<file path="src/rtl/pattern_sequencer.sv">
// Row-based note sequencer feeding the tracker voice: pattern memory plus tempo-paced playback.
// Build option: define PATTERN_SEQ_LOOP_EN to loop back to loop_row instead of stopping at last_row.
module pattern_sequencer #(
  parameter int unsigned ROWS     = 64,
  parameter int unsigned RLEN     = $clog2(ROWS),
  parameter int unsigned MAXSPEED = 16,
  parameter int unsigned SPLEN    = $clog2(MAXSPEED),
  parameter int unsigned TEMPO_W  = 16
) (
  input  logic                  clk,
  input  logic                  rst,
  input  logic                  wr_en,
  input  logic [RLEN-1:0]       wr_addr,
  input  logic [16+SPLEN-1:0]   wr_data,
  input  logic                  start,
  input  logic                  stop,
  input  logic [TEMPO_W-1:0]    tempo,
  input  logic [RLEN-1:0]       last_row,
  input  logic [RLEN-1:0]       loop_row,
  output logic [15:0]           note,
  output logic [SPLEN-1:0]      speed,
  output logic [RLEN-1:0]       row,
  output logic                  row_strobe,
  output logic                  playing,
  output logic                  done
);

  localparam int unsigned   DW       = 16 + SPLEN;
  localparam logic [RLEN:0] ROWS_EXT = (RLEN+1)'(ROWS);
  localparam logic [RLEN-1:0] ROW_MAX = RLEN'(ROWS - 1);

  typedef enum logic {IDLE, PLAY} state_t;

  state_t state, state_nxt;

  logic [DW-1:0]      mem [ROWS];
  logic [TEMPO_W-1:0] tick, tempo_q;
  logic [RLEN-1:0]    last_q;

  logic [15:0]        note_nxt;
  logic [SPLEN-1:0]   speed_nxt;
  logic [RLEN-1:0]    row_nxt;
  logic               strobe_nxt, playing_nxt, done_nxt;
  logic [TEMPO_W-1:0] tick_nxt, tempo_nxt;
  logic [RLEN-1:0]    last_nxt;

  logic               row_end_c, at_last_c, present_c;
  logic [RLEN-1:0]    target_c, last_clamped_c;
  logic [DW-1:0]      rd_c;

  assign row_end_c      = (state == PLAY) && (tick == tempo_q);
  assign at_last_c      = (row >= last_q);
  assign last_clamped_c = ({1'b0, last_row} >= ROWS_EXT) ? ROW_MAX : last_row;

`ifndef PATTERN_SEQ_LOOP_EN
  logic unused_loop_row;
  assign unused_loop_row = ^loop_row;
`endif

  // Pattern memory; reads below are combinational so a same-row write returns old data.
  always_ff @(posedge clk) begin
    if (wr_en && ({1'b0, wr_addr} < ROWS_EXT)) begin
      mem[wr_addr] <= wr_data;
    end
  end

  always_ff @(posedge clk) begin
    if (rst) state <= IDLE;
    else     state <= state_nxt;
  end

  always_comb begin
    state_nxt = state;
    if (stop) begin
      state_nxt = IDLE;
    end else if (start) begin
      state_nxt = PLAY;
    end else if (row_end_c && at_last_c) begin
`ifdef PATTERN_SEQ_LOOP_EN
      state_nxt = PLAY;
`else
      state_nxt = IDLE;
`endif
    end
  end

  // Next values of the registered outputs and row timing.
  always_comb begin
    present_c   = 1'b0;
    target_c    = '0;
    rd_c        = '0;
    note_nxt    = note;
    speed_nxt   = speed;
    row_nxt     = row;
    strobe_nxt  = 1'b0;
    playing_nxt = playing;
    done_nxt    = 1'b0;
    tick_nxt    = tick;
    tempo_nxt   = tempo_q;
    last_nxt    = last_q;

    if (stop) begin
      note_nxt    = '0;
      speed_nxt   = '0;
      playing_nxt = 1'b0;
      tick_nxt    = '0;
    end else if (start) begin
      present_c = 1'b1;
    end else if (state == PLAY) begin
      if (!row_end_c) begin
        tick_nxt = tick + TEMPO_W'(1);
      end else if (!at_last_c) begin
        present_c = 1'b1;
        target_c  = row + RLEN'(1);
      end else begin
`ifdef PATTERN_SEQ_LOOP_EN
        present_c = 1'b1;
        target_c  = (loop_row > last_q) ? '0 : loop_row;
`else
        note_nxt    = '0;
        speed_nxt   = '0;
        playing_nxt = 1'b0;
        done_nxt    = 1'b1;
        tick_nxt    = '0;
`endif
      end
    end

    if (present_c) begin
      rd_c        = mem[target_c];
      note_nxt    = rd_c[15:0];
      speed_nxt   = rd_c[DW-1:16];
      row_nxt     = target_c;
      strobe_nxt  = 1'b1;
      playing_nxt = 1'b1;
      tick_nxt    = '0;
      tempo_nxt   = tempo;
      last_nxt    = last_clamped_c;
    end
  end

  always_ff @(posedge clk) begin
    if (rst) begin
      note       <= '0;
      speed      <= '0;
      row        <= '0;
      row_strobe <= 1'b0;
      playing    <= 1'b0;
      done       <= 1'b0;
      tick       <= '0;
      tempo_q    <= '0;
      last_q     <= '0;
    end else begin
      note       <= note_nxt;
      speed      <= speed_nxt;
      row        <= row_nxt;
      row_strobe <= strobe_nxt;
      playing    <= playing_nxt;
      done       <= done_nxt;
      tick       <= tick_nxt;
      tempo_q    <= tempo_nxt;
      last_q     <= last_nxt;
    end
  end

endmodule

</file>
<file path="config.mk">
export PLATFORM = sky130hd
export DESIGN_NAME = pattern_sequencer
export DESIGN_NICKNAME = d
export VERILOG_FILES = /design/src/rtl/pattern_sequencer.sv
export SDC_FILE = /design/constraint.sdc
export NUM_CORES = 2
export LEC_CHECK = 0
export ABC_AREA = 1
export CORE_ASPECT_RATIO = 0.9
export CORE_MARGIN = 1.5
export CORE_UTILIZATION = 25
export CTS_BUF_LIST = sky130_fd_sc_hd__clkbuf_2 sky130_fd_sc_hd__clkbuf_4 sky130_fd_sc_hd__clkbuf_8
export DETAILED_ROUTE_END_ITERATION = 12
export PLACE_DENSITY = 0.48
export SLEW_MARGIN = 20
export SYNTH_ARGS = -nofsm -noshare
export SYNTH_HDL_FRONTEND = slang
export SYNTH_SLANG_ARGS = --single-unit
</file>
<file path="constraint.sdc">
create_clock -name clk -period 11.35 [get_ports clk]
set_input_delay 2.27 -clock clk [delete_from_list [all_inputs] [get_ports clk]]
set_output_delay 2.27 -clock clk [all_outputs]
set_load 0.01 [all_outputs]
</file>
# After elaboration in Yosys (flattened, before gate mapping)
# Memory sizes are Yosys's and may differ from the RTL's.
# Cells that the tools add are included.
dict set report word_totals {
  mem_bits_ro 0
  word_cells 66
  mem_bits_rw 1280
  regBits 68
  out_inout_bits 29
  latchBits 0
  memories 1
}
dict set report classes {
  eq_ne 3
  reduce_logical 11
  magnitude_cmp 1
  add_sub_neg 2
  n_mul 0
  n_mux 35
  shift 0
  bitwise_logic 3
  n_div 0
}
# name depth word_bits rd rd_ports_with_merged_regs wr line
set memory_table {}
lappend memory_table {mem 64 20 1 0 1 36} ;# logic [DW-1:0] mem [ROWS];
# op n
set op_table {}
lappend op_table {{2-to-1 mux 16 bit} 7}
lappend op_table {{2-to-1 mux 6 bit} 5}
lappend op_table {{2-to-1 mux 4 bit} 6}
lappend op_table {{2-to-1 mux 1 bit} 17}
lappend op_table {{adder 16 x 1 -> 16 bit (second input constant)} 1}
lappend op_table {{== test 16 bit} 1}
lappend op_table {{nonzero test 3 bit} 3}
lappend op_table {{adder 6 x 1 -> 6 bit (second input constant)} 1}
lappend op_table {{greater-or-equal comparator 6 bit} 1}
lappend op_table {{OR reduction 5 bit} 1}
lappend op_table {{AND reduction 4 bit} 1}
lappend op_table {{!= test 3 x 1 -> 1 bit (second input constant)} 1}
lappend op_table {{inverter 1 bit} 3}
lappend op_table {{AND reduction 3 bit} 1}
lappend op_table {{OR reduction 3 bit} 1}
lappend op_table {{logical AND 1 bit} 2}
lappend op_table {{!= test 2 x 1 -> 1 bit (second input constant)} 1}
lappend op_table {{nonzero test 2 bit} 1}
lappend op_table {{OR reduction 2 bit} 1}

# Longest topological paths before layout
dict set report depth {
  ltp_word 8
  ltp_mapped 21
}

# Worst setup path after synthesis
# Ideal clock, no wire load.
dict set report synth_path {
  kind {input to register}
  from {in wr_en}
  to {mem mem[48][0] (netlist name) (enable)}
  path_stages 3
  slack_ns 6.132
  setup_ns 0.448
  arrival_time_ns 4.770
  path_cell_list {clkbuf_1 -> nand4_1 -> nor4_1}
}
dict set report synth_via {
  elab_chain_len 2
}
# element line
set synth_lines {}
lappend synth_lines {{from (decl)} 12} ;# input logic wr_en,
lappend synth_lines {{2-to-1 mux 1 bit} 62} ;# if (wr_en && ({1'b0, wr_addr} < ROWS_EXT)) begin
lappend synth_lines {{2-to-1 mux 1 bit (implied by the code)} 63} ;# mem[wr_addr] <= wr_data;
lappend synth_lines {{to (decl)} 36}
# No other way between the ends.

# Worst setup path after layout
dict set report layout_path {
  from {in start}
  to {reg note[1]}
}
dict set report layout_via {
  elab_chain_len 4
}
# element line
set layout_lines {}
lappend layout_lines {{from (decl)} 15} ;# input logic start,
lappend layout_lines {{2-to-1 mux 6 bit / 2-to-1 mux 1 bit (equally long branches)} 107} ;# end else if (start) begin
lappend layout_lines {{2-to-1 mux 6 bit / 2-to-1 mux 1 bit (equally long branches)} 102} ;# if (stop) begin
lappend layout_lines {{memory (64 x 20 bit) (tied with other cells)} -}
lappend layout_lines {{2-to-1 mux 16 bit / AND reduction 4 bit (equally long branches)} -}
lappend layout_lines {{to (signal assigned)} 154} ;# note <= note_nxt;
lappend layout_lines {{to (decl)} 20} ;# output logic [15:0] note,
# Several ways; a longest one is shown, not always the timed one.
# A chain may end at the register's enable or synchronous reset.

==> flow_metrics.env <==
export IMPL_outcome="complete, no violations"
export IMPL_worstSetupPathType="in -> reg"
export IMPL_hpwl_um=93250
export IMPL_drt_iter0_markers=4188
export IMPL_drive_gt1_share_pct=11.41
export IMPL_cp_startpoint="start"
export IMPL_netlist_top_cells_area="edfxtp_1, nand3_1, nand4_1, nand2_1, dfxtp_1"
export IMPL_dr_total_vias=39870
export IMPL_rsz0062_at_grt="false"
export IMPL_p_total_mw=9.958
export IMPL_synth_top_area_share_pct=68.23
export IMPL_ys_async_sr_fraction_pct=0
export IMPL_setup_ws_ns=5.143
export IMPL_ctsHtreeMaxLevel=4
export IMPL_power_leakage_nw=21.13
export IMPL_synth_cell_types=38
export IMPL_wl_um=188200
export IMPL_ir_worst_vdd_mv=0.1058
export IMPL_min_period_over_period_pct=54.68
export IMPL_yosys_top_cells_count="nand3_1, edfxtp_1, nand2_1, nand4_1, clkbuf_1"
export IMPL_powerDensity_nw_per_um2=154.5
export IMPL_syn_avg_cell_area_um2=11.84
export IMPL_wl_per_cell_um=23.75
export IMPL_grt_start_max_net_pins=162
export IMPL_max_cap_violations=0
export IMPL_grt_pass1_vias=37930
export IMPL_crit_arrival_ns=7.08
export IMPL_post_cts_buffers=0
export IMPL_critPathLaunchType="primary input"
export IMPL_period_minus_slack_ns=6.207
export IMPL_hold_path_class="reg -> reg"
export IMPL_required_ns=12.22
export IMPL_die_area_um2=228200
export IMPL_tns_ns=0
export IMPL_ys_seq_elements=1348
export IMPL_layout_nets=4818
export IMPL_port_buffers=81
export IMPL_ant_nets=0
export IMPL_place_congestion=0.7875
export IMPL_die_w_um=503.4
export IMPL_worstMarginPinSlew_ns=1.128
export IMPL_core_area_um2=224400
export IMPL_yosysSeqAreaShare_pct=70.64
export IMPL_cts_hold_buffers=0
export IMPL_place_inst=7546
export IMPL_cts_sinks=1348
export IMPL_syn_inst=4758
export IMPL_utilization_pct=28.72
export IMPL_yosys_area_top_type="edfxtp_1"
export IMPL_max_slew_margin_pct=24.73
export IMPL_nFillCells=23080
export IMPL_cts_buffers=209
export IMPL_grt_pass1_wl_um=271100
export IMPL_drtPass1Iterations=6
export IMPL_cts_resized=0
export IMPL_ios=88
export IMPL_clkSlewWorstSetupHoldPaths_ns=0.07
export IMPL_setup_viol=0
export IMPL_whs_ns=0.4714
export IMPL_fmax_mhz=161.1
export IMPL_min_from="note[1]"
export IMPL_start_util_pct=25.10
export IMPL_pre_cts_ws_ns=4.341
export IMPL_stdcell_count=7922
export IMPL_synth_edff_count=1280
export IMPL_antenna_found_initial=10
export IMPL_drc=0
export IMPL_place_area_um2=60410
export IMPL_syn_area_um2=56340
export IMPL_areaGrowthSynthToFinish_pct=14.39
export IMPL_yosys_cell_count_top_type="nand3_1"
export IMPL_ys_warn_count=0
export IMPL_worst_setup_path_end_kind="flop"
export IMPL_clock_latency_ns=0.94
export IMPL_die_y_um=453.3
export IMPL_cts_tree="done"
export IMPL_root_buffer="clkbuf_8"
export IMPL_rr_startpoint="row[0]"
export IMPL_hold_violations=0
export IMPL_synth_ff_type="edfxtp_1"
export IMPL_grt_usage_pct=16.08
export IMPL_path_max_fanout=143
export IMPL_finClkSkew_ns=0.04429
export IMPL_overflow=0
export IMPL_r2r_slack_ns=5.15
export IMPL_final_area_um2=64450
export IMPL_row_count=165
export IMPL_synth_nets=4825
export IMPL_slew_violations=0
export IMPL_routed_via_density=5.033
export IMPL_clock_path_buffers=3
## cells in the final DEF, fill, tap and decap left out, drive strengths merged
cell type         n
a211oi           19
a21oi            46
a221oi            1
a31o              1
a31oi             1
and3              1
buf             144
bufinv            1
clkbuf          310
clkdlybuf4s50    60
clkinv           50
clkinvlp          2
dfxtp            68
diode             7
edfxtp         1280
ha                8
inv              74
nand2           741
nand3          1398
nand4           540
nor2            113
nor3             13
nor3b             1
nor4             13
o21ai            13
o22ai             1
or2               2
or3               1
or4               2
xnor2             2
xor2              3
## worst max-delay path, stage by stage
cell             delay, ns
clkdlybuf4s50_1       0.51
nor2_4                0.26
inv_1                 0.24
nor2_4                0.45
buf_4                 0.72
buf_12                0.63
nand4_1               0.16
nand3_1               0.14
nand3_1               0.11
nand3_1               0.16
nand3_1               0.42
nand3_1               0.46
nand3_1               0.19
a21oi_1               0.15
## path summary, 6_finish.rpt
kind,endpoint,depth (start not counted)
worst max-delay path,note[1],14
worst min-delay path,note[1],2
worst max register to register,note[10],18
worst min register to register,note[1],2
## report_power, final
| part | switching, mW | total (mW) | leakage, nW | internal [mW] |
|---|---|---|---|---|
| logic | 0.354 | 0.412 | 6.92 | 0.0581 |
| registers | 0.0133 | 5.50 | 12.1 | 5.48 |
| clock network | 1.96 | 4.05 | 2.13 | 2.09 |
| total | 2.33 | 9.96 | 21.1 | 7.63 |
## sequential cells by signal (all words and copies together), names as in the netlist
signal,cells
state,1
tick,16
mem,1280
tempo_q,16
note,16
row_strobe,1
playing,1
last_q,6
speed,4
row,6
done,1
## kinds of logic (layout without fill, tap and decap cells)
| group | after synthesis | count (layout) | share of synthesized area (%) |
|---|---|---|---|
| flops | 1348 | 1348 | 70.64 |
| simple gates | 2825 | 2825 | 24.57 |
| compound gates | 82 | 82 | 0.8307 |
| xor+xnor | 5 | 5 | 0.07775 |
| other cells | 0 | 7 | 0 |
| buf+inv | 490 | 641 | 3.698 |
| fa+ha+maj | 8 | 8 | 0.1777 |
## final cells by class
class	count	area, um^2	area share, %
inverter	68	264.0	0.4097
antenna	7	17.52	0.02718
clock buffer	310	3679	5.708
timing repair buffer	204	1817	2.819
sequential	1348	39800	61.75
tap	3006	3761	5.836
clock inverter	59	339.1	0.5261
multi-input combinational	2920	14770	22.92
## layer usage
layer / wire length (um) / GRT usage, % / share of wire [%]
met1: 86150 / 23.28 / 46
met4: 4420 / 4.863 / 2.3
met3: 14970 / 3.608 / 8.0
met5: 12 / 0 / 0.0064
met2: 82600 / 23.71 / 44
Note: power is estimated with default switching activity, not from simulation.
